[src/rtl/sl_pkg.sv]
// Shared FSM state type, register field positions and line decode helper for the
// serial-line receiver with word FIFO.
package sl_pkg;

    typedef enum logic [2:0] {
        S_IDLE,
        S_EDGE,
        S_SAMPLE,
        S_WAIT_END,
        S_CHECK,
        S_ERR
    } sl_state_e;

    typedef enum logic [1:0] {
        LN_BIT0,
        LN_BIT1,
        LN_STOP,
        LN_LEVEL_ERR
    } line_code_e;

    // Config register fields
    localparam int CFG_PCE    = 0;
    localparam int CFG_BQL    = 1;
    localparam int CFG_BQH    = 6;
    localparam int CFG_IRQM_L = 8;
    localparam int CFG_IRQM_H = 9;
    localparam logic [15:0] CFG_RESET = 16'h0010;

    // Status register fields
    localparam int ST_WRP   = 0;
    localparam int ST_WLE   = 1;
    localparam int ST_PEF   = 2;
    localparam int ST_LEF   = 3;
    localparam int ST_OVF   = 4;
    localparam int ST_TOF   = 5;
    localparam int ST_CFE   = 6;
    localparam int ST_CNT_L = 8;
    localparam int ST_CNT_H = 11;

    // Lines idle high; a low line carries the symbol.
    function automatic line_code_e decode_lines(input logic zeroes, input logic ones);
        case ({zeroes, ones})
            2'b01:   return LN_BIT0;
            2'b10:   return LN_BIT1;
            2'b00:   return LN_STOP;
            default: return LN_LEVEL_ERR;
        endcase
    endfunction

endpackage

[src/rtl/sl_rx_fifo.sv]
// Synchronous word FIFO; a push into a full FIFO is accepted only when a pop
// happens in the same cycle.
module sl_rx_fifo #(
    parameter int WIDTH = 33,
    parameter int DEPTH = 4
) (
    input  logic                     clk,
    input  logic                     rst_n,
    input  logic                     push,
    input  logic [WIDTH-1:0]         push_data,
    input  logic                     pop,
    output logic [WIDTH-1:0]         pop_data,
    output logic                     full,
    output logic                     empty,
    output logic [$clog2(DEPTH):0]   count
);

    localparam int AW = $clog2(DEPTH);

    logic [WIDTH-1:0] mem [DEPTH];
    logic [AW-1:0]    wr_ptr;
    logic [AW-1:0]    rd_ptr;
    logic             do_push;
    logic             do_pop;

    assign full     = (count == (AW+1)'(DEPTH));
    assign empty    = (count == '0);
    assign do_pop   = pop & ~empty;
    assign do_push  = push & (~full | do_pop);
    assign pop_data = empty ? '0 : mem[rd_ptr];

    // NOTE: the storage array is reset too, so no flop powers up unknown; the
    // pointers alone would suffice functionally, but every register clears here.
    always_ff @(posedge clk or negedge rst_n) begin
        if (!rst_n) begin
            for (int i = 0; i < DEPTH; i++) begin
                mem[i] <= '0;
            end
            wr_ptr <= '0;
            rd_ptr <= '0;
            count  <= '0;
        end else begin
            if (do_push) begin
                mem[wr_ptr] <= push_data;
                wr_ptr      <= wr_ptr + 1'b1;
            end
            if (do_pop) begin
                rd_ptr <= rd_ptr + 1'b1;
            end
            case ({do_push, do_pop})
                2'b10:   count <= count + 1'b1;
                2'b01:   count <= count - 1'b1;
                default: count <= count;
            endcase
        end
    end

endmodule

[src/rtl/sl_receiver_fifo.sv]
// Two-wire serial-line receiver: conditions both lines, decodes words with optional
// odd parity into a FIFO. Define SL_RX_ERR_CNT_EN to add the err_cnt_w counters.
module sl_receiver_fifo
    import sl_pkg::*;
#(
    parameter int MAX_BITS     = 32,
    parameter int FIFO_DEPTH   = 4,
    parameter int FILT_LEN     = 4,
    parameter int STROBE_POS   = 3,
    parameter int PULSE_MAX    = 8,
    parameter int GAP_MAX      = 64,
    parameter int CONFIG_WIDTH = 16,
    parameter int STATUS_WIDTH = 16
) (
    input  logic                    clk,
    input  logic                    rst_n,
    input  logic                    serial_line_zeroes_a,
    input  logic                    serial_line_ones_a,
    input  logic [CONFIG_WIDTH-1:0] wr_config_w,
    input  logic                    wr_enable,
    output logic [CONFIG_WIDTH-1:0] r_config_w,
    input  logic                    status_clr,
    output logic [STATUS_WIDTH-1:0] status_w,
    output logic                    rd_valid,
    input  logic                    rd_ready,
    output logic [MAX_BITS-1:0]     rd_data,
    output logic                    rd_perr,
    output logic                    irq
`ifdef SL_RX_ERR_CNT_EN
    ,
    output logic [15:0]             err_cnt_w
`endif
);

    localparam int SRW  = MAX_BITS + 1;
    localparam int BCW  = $clog2(MAX_BITS + 3);
    localparam int CW   = $clog2(PULSE_MAX + STROBE_POS + 2);
    localparam int GW   = $clog2(GAP_MAX + 1);
    localparam int CNTW = $clog2(FIFO_DEPTH) + 1;

    // Line conditioning: index 0 is the zeroes line, index 1 the ones line.
    logic [1:0]          sync_q1;
    logic [1:0]          sync_q2;
    logic [FILT_LEN-1:0] hist_z;
    logic [FILT_LEN-1:0] hist_o;
    logic [1:0]          filt;
    logic [1:0]          filt_d;
    logic                fall_any;
    logic                both_high;

    always_ff @(posedge clk or negedge rst_n) begin
        if (!rst_n) begin
            sync_q1 <= '0;
            sync_q2 <= '0;
            hist_z  <= '0;
            hist_o  <= '0;
            filt    <= '0;
            filt_d  <= '0;
        end else begin
            sync_q1 <= {serial_line_ones_a, serial_line_zeroes_a};
            sync_q2 <= sync_q1;
            hist_z  <= {hist_z[FILT_LEN-2:0], sync_q2[0]};
            hist_o  <= {hist_o[FILT_LEN-2:0], sync_q2[1]};
            filt_d  <= filt;
            if (&hist_z)       filt[0] <= 1'b1;
            else if (~|hist_z) filt[0] <= 1'b0;
            if (&hist_o)       filt[1] <= 1'b1;
            else if (~|hist_o) filt[1] <= 1'b0;
        end
    end

    assign fall_any  = |(filt_d & ~filt);
    assign both_high = &filt;

    // Configuration
    logic [CONFIG_WIDTH-1:0] config_q;
    logic [5:0]              bq;
    logic [5:0]              wr_bq;
    logic                    bq_ok;
    logic                    cfg_accept;
    logic [BCW-1:0]          bq_p1;

    assign bq         = config_q[CFG_BQH:CFG_BQL];
    assign wr_bq      = wr_config_w[CFG_BQH:CFG_BQL];
    assign bq_ok      = ~wr_bq[0] && (wr_bq >= 6'd8) && (int'(wr_bq) <= MAX_BITS);
    assign bq_p1      = BCW'(bq) + BCW'(1);
    assign r_config_w = config_q;

    // Receive FSM and datapath
    sl_state_e      state, state_n;
    logic [CW-1:0]  cnt, cnt_n;
    logic [BCW-1:0] bit_cnt, bit_cnt_n;
    logic [SRW-1:0] shreg, shreg_n;
    logic [GW-1:0]  gap_cnt, gap_n;
    logic           ones_par, ones_par_n;
    line_code_e     code;
    logic           push;
    logic           ev_wle;
    logic           ev_lef;
    logic           ev_tof;
    logic           wrp;

    assign wrp  = (state != S_IDLE) || (bit_cnt != '0);
    assign code = decode_lines(filt[0], filt[1]);

    always_ff @(posedge clk or negedge rst_n) begin
        if (!rst_n) begin
            state    <= S_IDLE;
            cnt      <= '0;
            bit_cnt  <= '0;
            shreg    <= '0;
            gap_cnt  <= '0;
            ones_par <= 1'b0;
        end else begin
            state    <= state_n;
            cnt      <= cnt_n;
            bit_cnt  <= bit_cnt_n;
            shreg    <= shreg_n;
            gap_cnt  <= gap_n;
            ones_par <= ones_par_n;
        end
    end

    // NOTE: every signal written here gets a default first, so no path can leave
    // one unassigned and infer a latch.
    always_comb begin
        state_n    = state;
        cnt_n      = (cnt == '1) ? cnt : cnt + 1'b1;
        bit_cnt_n  = bit_cnt;
        shreg_n    = shreg;
        ones_par_n = ones_par;
        gap_n      = '0;
        push       = 1'b0;
        ev_wle     = 1'b0;
        ev_lef     = 1'b0;
        ev_tof     = 1'b0;
        case (state)
            S_IDLE: begin
                cnt_n = '0;
                if (fall_any) begin
                    state_n = S_EDGE;
                end else if (bit_cnt != '0) begin
                    if (gap_cnt == GW'(GAP_MAX - 1)) begin
                        ev_tof     = 1'b1;
                        bit_cnt_n  = '0;
                        shreg_n    = '0;
                        ones_par_n = 1'b0;
                    end else begin
                        gap_n = gap_cnt + 1'b1;
                    end
                end
            end
            S_EDGE: begin
                if (cnt == CW'(STROBE_POS)) state_n = S_SAMPLE;
            end
            S_SAMPLE: begin
                case (code)
                    LN_BIT0, LN_BIT1: begin
                        if (int'(bit_cnt) < SRW) shreg_n[bit_cnt] = (code == LN_BIT1);
                        ones_par_n = ones_par ^ (code == LN_BIT1);
                        bit_cnt_n  = bit_cnt + 1'b1;
                        if (bit_cnt_n > bq_p1) begin
                            ev_wle  = 1'b1;
                            state_n = S_ERR;
                        end else begin
                            state_n = S_WAIT_END;
                        end
                    end
                    LN_STOP: begin
                        if (bit_cnt == bq_p1) begin
                            state_n = S_CHECK;
                        end else begin
                            ev_wle  = 1'b1;
                            state_n = S_ERR;
                        end
                    end
                    default: begin
                        ev_lef  = 1'b1;
                        state_n = S_ERR;
                    end
                endcase
            end
            S_WAIT_END: begin
                if (both_high) begin
                    state_n = S_IDLE;
                end else if (cnt > CW'(PULSE_MAX)) begin
                    ev_lef  = 1'b1;
                    state_n = S_ERR;
                end
            end
            S_CHECK: begin
                push       = 1'b1;
                bit_cnt_n  = '0;
                shreg_n    = '0;
                ones_par_n = 1'b0;
                state_n    = S_WAIT_END;
            end
            S_ERR: begin
                bit_cnt_n  = '0;
                shreg_n    = '0;
                ones_par_n = 1'b0;
                if (both_high) state_n = S_IDLE;
            end
            default: state_n = S_IDLE;
        endcase
    end

    // Drop the parity bit at position BQ and anything above it.
    logic [MAX_BITS-1:0] word_data;
    logic                word_perr;

    always_comb begin
        word_data = shreg[MAX_BITS-1:0];
        for (int i = 0; i < MAX_BITS; i++) begin
            if (i >= int'(bq)) word_data[i] = 1'b0;
        end
    end

    // ones_par tracks data+parity ones; the odd-parity accumulator is its inverse.
    assign word_perr = config_q[CFG_PCE] & ~ones_par;

    // Word FIFO
    logic [MAX_BITS:0] fifo_rdata;
    logic              fifo_full;
    logic              fifo_empty;
    logic [CNTW-1:0]   fifo_count;
    logic              pop;

    assign rd_valid = ~fifo_empty;
    assign pop      = rd_valid & rd_ready;
    assign rd_data  = fifo_rdata[MAX_BITS-1:0];
    assign rd_perr  = fifo_rdata[MAX_BITS];

    sl_rx_fifo #(
        .WIDTH (MAX_BITS + 1),
        .DEPTH (FIFO_DEPTH)
    ) u_fifo (
        .clk       (clk),
        .rst_n     (rst_n),
        .push      (push),
        .push_data ({word_perr, word_data}),
        .pop       (pop),
        .pop_data  (fifo_rdata),
        .full      (fifo_full),
        .empty     (fifo_empty),
        .count     (fifo_count)
    );

    // Sticky flags, config register and interrupt
    logic [ST_CFE:ST_WLE] sticky_q;
    logic [ST_CFE:ST_WLE] sticky_ev;

    assign cfg_accept = wr_enable & bq_ok & ~wrp;

    always_comb begin
        sticky_ev         = '0;
        sticky_ev[ST_WLE] = ev_wle;
        sticky_ev[ST_PEF] = push & word_perr;
        sticky_ev[ST_LEF] = ev_lef;
        sticky_ev[ST_OVF] = push & fifo_full & ~pop;
        sticky_ev[ST_TOF] = ev_tof;
        sticky_ev[ST_CFE] = wr_enable & ~cfg_accept;
    end

    always_ff @(posedge clk or negedge rst_n) begin
        if (!rst_n) begin
            config_q <= CONFIG_WIDTH'(CFG_RESET);
            sticky_q <= '0;
            irq      <= 1'b0;
        end else begin
            if (cfg_accept) config_q <= wr_config_w;
            sticky_q <= (status_clr ? '0 : sticky_q) | sticky_ev;
            irq      <= (config_q[CFG_IRQM_L] & rd_valid) | (config_q[CFG_IRQM_H] & |sticky_q);
        end
    end

    always_comb begin
        status_w                    = '0;
        status_w[ST_WRP]            = wrp;
        status_w[ST_CFE:ST_WLE]     = sticky_q;
        status_w[ST_CNT_H:ST_CNT_L] = (ST_CNT_H - ST_CNT_L + 1)'(fifo_count);
    end

`ifdef SL_RX_ERR_CNT_EN
    logic [3:0] cnt_ovf, cnt_lef, cnt_wle, cnt_pef;

    function automatic logic [3:0] sat_inc(input logic [3:0] v, input logic clr, input logic ev);
        logic [3:0] base;
        base = clr ? 4'd0 : v;
        return (ev && base != 4'hF) ? base + 4'd1 : base;
    endfunction

    always_ff @(posedge clk or negedge rst_n) begin
        if (!rst_n) begin
            cnt_ovf <= '0;
            cnt_lef <= '0;
            cnt_wle <= '0;
            cnt_pef <= '0;
        end else begin
            cnt_ovf <= sat_inc(cnt_ovf, status_clr, sticky_ev[ST_OVF]);
            cnt_lef <= sat_inc(cnt_lef, status_clr, sticky_ev[ST_LEF]);
            cnt_wle <= sat_inc(cnt_wle, status_clr, sticky_ev[ST_WLE]);
            cnt_pef <= sat_inc(cnt_pef, status_clr, sticky_ev[ST_PEF]);
        end
    end

    assign err_cnt_w = {cnt_ovf, cnt_lef, cnt_wle, cnt_pef};
`endif

endmodule

[config.mk]
export PLATFORM = sky130hd
export DESIGN_NAME = sl_receiver_fifo
export DESIGN_NICKNAME = d
export VERILOG_FILES = /design/src/rtl/sl_pkg.sv /design/src/rtl/sl_rx_fifo.sv /design/src/rtl/sl_receiver_fifo.sv
export SDC_FILE = /design/constraint.sdc
export NUM_CORES = 1
export LEC_CHECK = 0
export ABC_AREA = 1
export CAP_MARGIN = 10
export CORE_MARGIN = 5
export CORE_UTILIZATION = 30
export CTS_BUF_LIST = sky130_fd_sc_hd__clkbuf_8
export DETAILED_ROUTE_END_ITERATION = 8
export SYNTH_ARGS = -nofsm -noshare
export SYNTH_HDL_FRONTEND = slang
export SYNTH_HIERARCHICAL = 1
export SYNTH_SLANG_ARGS = --single-unit
[constraint.sdc]
create_clock -name clk -period 6.8 [get_ports clk]
set_input_delay 0.68 -clock clk [delete_from_list [all_inputs] [get_ports clk]]
set_output_delay 0.68 -clock clk [all_outputs]
set_load 0.01 [all_outputs]
# After elaboration in Yosys (flattened, before gate mapping)
# Index checks and enable logic that the tools add are counted.
[op_classes]
n_addsub = 8
order_cmp = 42
eq_ne = 28
muxes = 93
bitwise_logic = 27
n_reduce_logical = 26
[ops]
columns = ["operator", "n"]
rows = [
  ["$mux 33", 9],
  ["$bwmux 132", 1],
  ["$pmux 33 s3", 1],
  ["$ge 5x6->1 const A", 16],
  ["$bmux 33 s2", 1],
  ["$demux 33 s2", 1],
  ["$mux 1", 53],
  ["$ge 4x6->1 const A", 8],
  ["$bwmux 33", 1],
  ["$mux 6", 5],
  ["$mux 7", 4],
  ["$ge 3x6->1 const A", 4],
  ["$mux 3", 6],
  ["$ne 2x2->1 const B", 9],
  ["$pmux 3 s6", 1],
  ["$pmux 6 s3", 1],
  ["$add 6x1->6 const B", 2],
  ["$and 1x1->1", 12],
  ["$ge 1x6->1 const A", 2],
  ["$ge 2x6->1 const A", 2],
  ["$pmux 3 s2", 2],
  ["$reduce_and 4->1", 3],
  ["$eq 3x3->1 const B", 3],
  ["$mux 4", 2],
  ["other kinds (49)", 75],
]
[word_totals]
ff_bits = 232
input_bits = 23
output_inout_bits = 67
word_cells = 247

# Longest topological paths before layout
[depth]
ltp_word = 8
ltp_mapped = 17
depth_no_buf = 15

# Hierarchy
# The synthesis kept the hierarchy.
[modules_own_cells]
columns = ["mod", "n_inst", "cells_per_inst", "area_each_um2", "seq_area_each_um2"]
rows = [
  ["sl_rx_fifo", 1, 927, 7085.5, 3478.3],
  ["sl_receiver_fifo", 1, 651, 5206.2, 2303.5],
]

# Least setup slack after synthesis
# No wires, ideal clock.
[synth_path]
path_kind = "flip-flop to flip-flop"
startpoint = "register u_fifo.count[1]"
endpoint = "register u_fifo.count[2]"
setup_time_ps = 123
t_arrival_ps = 2586
required_ps = 6677
setup_slack_ps = 4091
path_stages_with_launch = 17
n_path_buf = 3
period_less_slack_ps = 2709
path_cell_list = "dfrtp_1 > nor2_2 > nand2_1 > clkinv_1 > clkbuf_1 > nor2_1 > inv_1 > nand3_2 > buf_6 > buf_6 > nand2_1 > ha_1 > inv_1 > fa_1 > nand2_1 > nand3b_1 > xor2_1"
[synth_via]
elab_chain_len = 8
elab_cells_between_ends = 14
classes_between = "2 x add/sub; 3 x eq/ne; 1 x mux; 6 x bitwise; 2 x reduce/logical"
[synth_rtl]
columns = ["item", "line_no", "text"]
rows = [
  ["start, declared", "sl_rx_fifo.sv:15", "output logic [$clog2(DEPTH):0] count"],
  ["start signal, assigned", "sl_rx_fifo.sv:51", "2'b10: count <= count + 1'b1;"],
  ["start signal, assigned", "sl_rx_fifo.sv:52", "2'b01: count <= count - 1'b1;"],
  ["start signal, assigned", "sl_rx_fifo.sv:53", "default: count <= count;"],
  ["$logic_not 3->1 *", "sl_rx_fifo.sv:27", "assign empty = (count == '0);"],
  ["net fifo_empty", "sl_receiver_fifo.sv:225", "logic fifo_empty;"],
  ["$not 1->1 *", "sl_receiver_fifo.sv:229", "assign rd_valid = ~fifo_empty;"],
  ["$and 1x1->1 *", "sl_receiver_fifo.sv:230", "assign pop = rd_valid & rd_ready;"],
  ["net pop", "sl_receiver_fifo.sv:227", "logic pop;"],
  ["$and 1x1->1 *", "sl_rx_fifo.sv:28", "assign do_pop = pop & ~empty;"],
  ["$or 1x1->1", "sl_rx_fifo.sv:29", "assign do_push = push & (~full | do_pop);"],
  ["$and 1x1->1", "sl_rx_fifo.sv:29", ""],
  ["$eq 2x1->1 / $eq 2x2->1 (equally long branches)", "sl_rx_fifo.sv:50", "case ({do_push, do_pop})"],
  ["$pmux 3 s2 / $reduce_bool 2->1 (equally long branches)", "--", ""],
]
# The timed path passes the listed nets; every way through them passes the cells marked *.
# A chain may end at the register's enable or synchronous reset.

# Final worst setup path
[layout_path]
startpoint = "register u_fifo.rd_ptr[0]"
endpoint = "output port rd_data[21]"
[layout_via]
elab_chain_len = 5
[layout_rtl]
columns = ["item", "line_no", "text"]
rows = [
  ["start, declared", "sl_rx_fifo.sv:22", "logic [AW-1:0] rd_ptr;"],
  ["start signal, assigned", "sl_rx_fifo.sv:48", "rd_ptr <= rd_ptr + 1'b1;"],
  ["$not 2->3 (implied by the code)", "sl_rx_fifo.sv:30", "assign pop_data = empty ? '0 : mem[rd_ptr];"],
  ["$bmux 33 s2", "sl_rx_fifo.sv:30", ""],
  ["$mux 33 (implied by the code) (2 in series)", "sl_rx_fifo.sv:30", ""],
  ["$mux 33", "sl_rx_fifo.sv:30", ""],
  ["end, declared", "sl_receiver_fifo.sv:26", "output logic [MAX_BITS-1:0] rd_data,"],
]
# No other way between the ends. The select of a mux whose other input is x is not followed.

==> impl_metrics.json <==
{
  "ys_types": 47,
  "synthAdderAreaFrac_pct": 2.606,
  "worst_pin_slew_ps": 1058,
  "crit_chain": "buf_4 > inv_2 > buf_4 > nand2_1 > nand2_1 > nand2_1 > a21oi_1 > clkdlybuf4s50_1",
  "worst_path_max_delay_cell": "clkdlybuf4s50_1",
  "clk_latency_ps": 540,
  "max_stage_delay_ps": 600,
  "viasPerCell": 4.984,
  "setup_violations": 0,
  "core_region_area_um2": 40650,
  "synth_edf_count": 0,
  "grt_pass1_vias": 10600,
  "post_synth_mux_area_share_pct": 1.181,
  "finalSetupTns_ps": 0,
  "cts_buffers": 43,
  "synth_compound_area_share_pct": 8.194,
  "syn_area_per_cell_um2": 7.789,
  "ios": 90,
  "hold_buffers": 0,
  "netlist_top_cells_area": "dfrtp_1, nand2_1, nand4_1",
  "critPathArrivalTime_ps": 3200,
  "synth-simple-area-share_pct": 32.59,
  "worstSetupStartpointType": "register",
  "cts_resized": 0,
  "grt_max_degree": 120,
  "placed_cell_area_um2": 13360,
  "clk_pin_slew_worst_paths_ps": 60,
  "cts.sinks": 231,
  "irDropWorstVdd_mv": 0.1686,
  "grt_setup_unrepaired": "no",
  "syn_inst": 1578,
  "hold_violations": 0,
  "max_freq_mhz": 258.0,
  "status": "finished clean",
  "seq_area_um2": 5783,
  "root_buffer": "clkbuf_8",
  "first_pass_iters": 5,
  "final_common_cell": "nand2_1",
  "slew_violations": 0,
  "grt.total_usage_pct": 15.64,
  "drc": 0,
  "num_vias": 10860,
  "antenna_found_initial": 0,
  "end_kind": "output pin",
  "worstSetupPathType": "reg2out",
  "avgRoutedWirePerCell_um": 16.26,
  "p_leak_nw": 6.949,
  "nNetsFinal": 1666,
  "design_area_um2": 14200,
  "gp_congestion": 0.8798,
  "diodes": 0,
  "cap_violations": 0,
  "slew_headroom_pct": 29.47,
  "synth_top_area_share_pct": 46.82,
  "hp-class": "in2async",
  "fillers": 4218,
  "cp.required_ps": 6120,
  "period_needed_ps": 3876,
  "die_h_um": 212.4,
  "die_area_um2": 45120,
  "seq_area_frac_synth_pct": 47.04,
  "portBuffers": 83,
  "overflow": 0,
  "htreeDepth": 2,
  "synth_xor_area_share_pct": 0.8550,
  "fin_util_pct": 34.94,
  "synthArstFlopShare_pct": 100.0,
  "post_cts_buffers": 0,
  "final.period_utilization_pct": 57.00,
  "totalWireLength_mm": 35.43,
  "synth_top_family_by_area": "simple AND/OR/NAND/NOR gates",
  "final_cell_mix": "nand2_1, dfrtp_1, nand4_1, nor2_1, inv_1",
  "synth_top_cell_by_area": "dfrtp_1",
  "hold_ws_ps": 159.9,
  "multi_input_area_um2": 5629,
  "area_growth_pct": 15.52,
  "cp_max_fo": 68,
  "cts_tree": "built",
  "yosysWarningCount": 6,
  "drive_gt1_share_pct": 8.136,
  "grt_pass1_wl_mm": 58.33,
  "power_density_nw_per_um2": 354.2,
  "ys_seq_elements": 231,
  "fp-row-count": 74,
  "drtIter0Drc": 967,
  "ys.flop_type": "dfrtp_1",
  "hpwl_mm": 21.67,
  "initial_core_util_pct": 30.24,
  "die_w_um": 212.4,
  "clock_path_buffers": 3,
  "synth_area_um2": 12290,
  "skew_ps": 18.62,
  "cpMostUsedCell": "nand2_1",
  "antenna_left": 0
}
Yosys cell counts, types with 11 or more instances:
cell type  instances
a31oi_1           11
o21ai_2           30
inv_1             83
dfrtp_1          230
buf_1             17
buf_2             40
ha_1              24
mux2_2            12
nand4_1          139
nor2_1           124
clkbuf_1          22
nand3_1           32
buf_4             16
o21ai_0           66
nor3_1            14
buf_6             11
nand2_1          609
a21oi_1           42
cell type report:
type	count	area share (%)
clock inverter	21	0.7930
inverter	87	2.300
clock buffer	53	5.137
tap	532	4.688
timing repair buffer	97	6.714
sequential	231	40.73
multi-input combinational	1158	39.64
power by group:
group | total (mW) | switching (mW) | leakage [nW] | internal, mW
Clock | 1.31 | 0.576 | 0.492 | 0.735
Sequential | 1.66 | 0.154 | 3.13 | 1.50
Combinational | 2.06 | 1.42 | 3.32 | 0.642
critical path: cells and delay by family, from the launching register on:
| family | cells | cell delay [ps] |
|---|---|---|
| buf+inv | 4 | 1680 |
| flops | 1 | 390 |
| compound gates | 1 | 290 |
| simple gates | 3 | 240 |
metal layers:
metal  up-vias  share of wire, %  track usage, %
met5         -                 0               0
met3        52               5.5           2.582
met4         0               1.8           4.326
li1       5252                 -               -
met2       298                48           25.58
met1      5258                45           21.58
sequential cells by signal, indices dropped and copies added (netlist names):
register	cells
filt	2
bit_cnt	6
r_config_w	16
gap_cnt	7
sync_q2	2
hist_o	4
filt_d	2
sync_q1	2
u_fifo/count	3
hist_z	4
state	3
cnt	4
sticky_q	6
u_fifo/rd_ptr	2
ones_par	1
u_fifo/mem	132
irq	1
u_fifo/wr_ptr	2
shreg	32
cells by family (layout without fill, tap and decap cells):
family                   Yosys count  count (layout)
adder cells (fa/ha/maj)           25              25
XOR/XNOR                          12              12
multiplexers                      13              13
AO/OA/AOI/OAI                    166             166
other                              1               6
flip-flops                       231             231
AND/OR/NAND/NOR                  936             936
buffers and inverters            194             258
per-stage QoR:
stage          std cells  total power, mW  setup slack, ps
4_1_cts             2179            5.081             2858
3_5_place_dp        2105            3.744             3395
3_3_place_gp        2105            3.713             3432
6_report            2179            5.029             2924
5_1_grt             2179            5.381             2703
2_1_floorplan       1583            3.001             4091
path summary, 6_finish.rpt:
| check | slack (ps) | end | depth (start not counted) | startpoint |
|---|---|---|---|---|
| min reg2reg | 340 | hist_o[0]$_DFF_PN0_ | 0 | sync_q2[1]$_DFF_PN0_ |
| max reg2reg | 3410 | shreg[1]$_DFFE_PN0P_ | 9 | bit_cnt[0]$_DFFE_PN0P_ |
| max | 2920 | rd_data[21] | 8 | u_fifo/rd_ptr[0]$_DFFE_PN0P_ |
| max in group asynchronous | 5420 | u_fifo/rd_ptr[0]$_DFFE_PN0P_ | 2 | rst_n |
| min in group clk | 340 | hist_o[0]$_DFF_PN0_ | 0 | sync_q2[1]$_DFF_PN0_ |
| min | 160 | r_config_w[14]$_DFFE_PN0P_ | 1 | rst_n |
(Power assumes the default switching activity.)
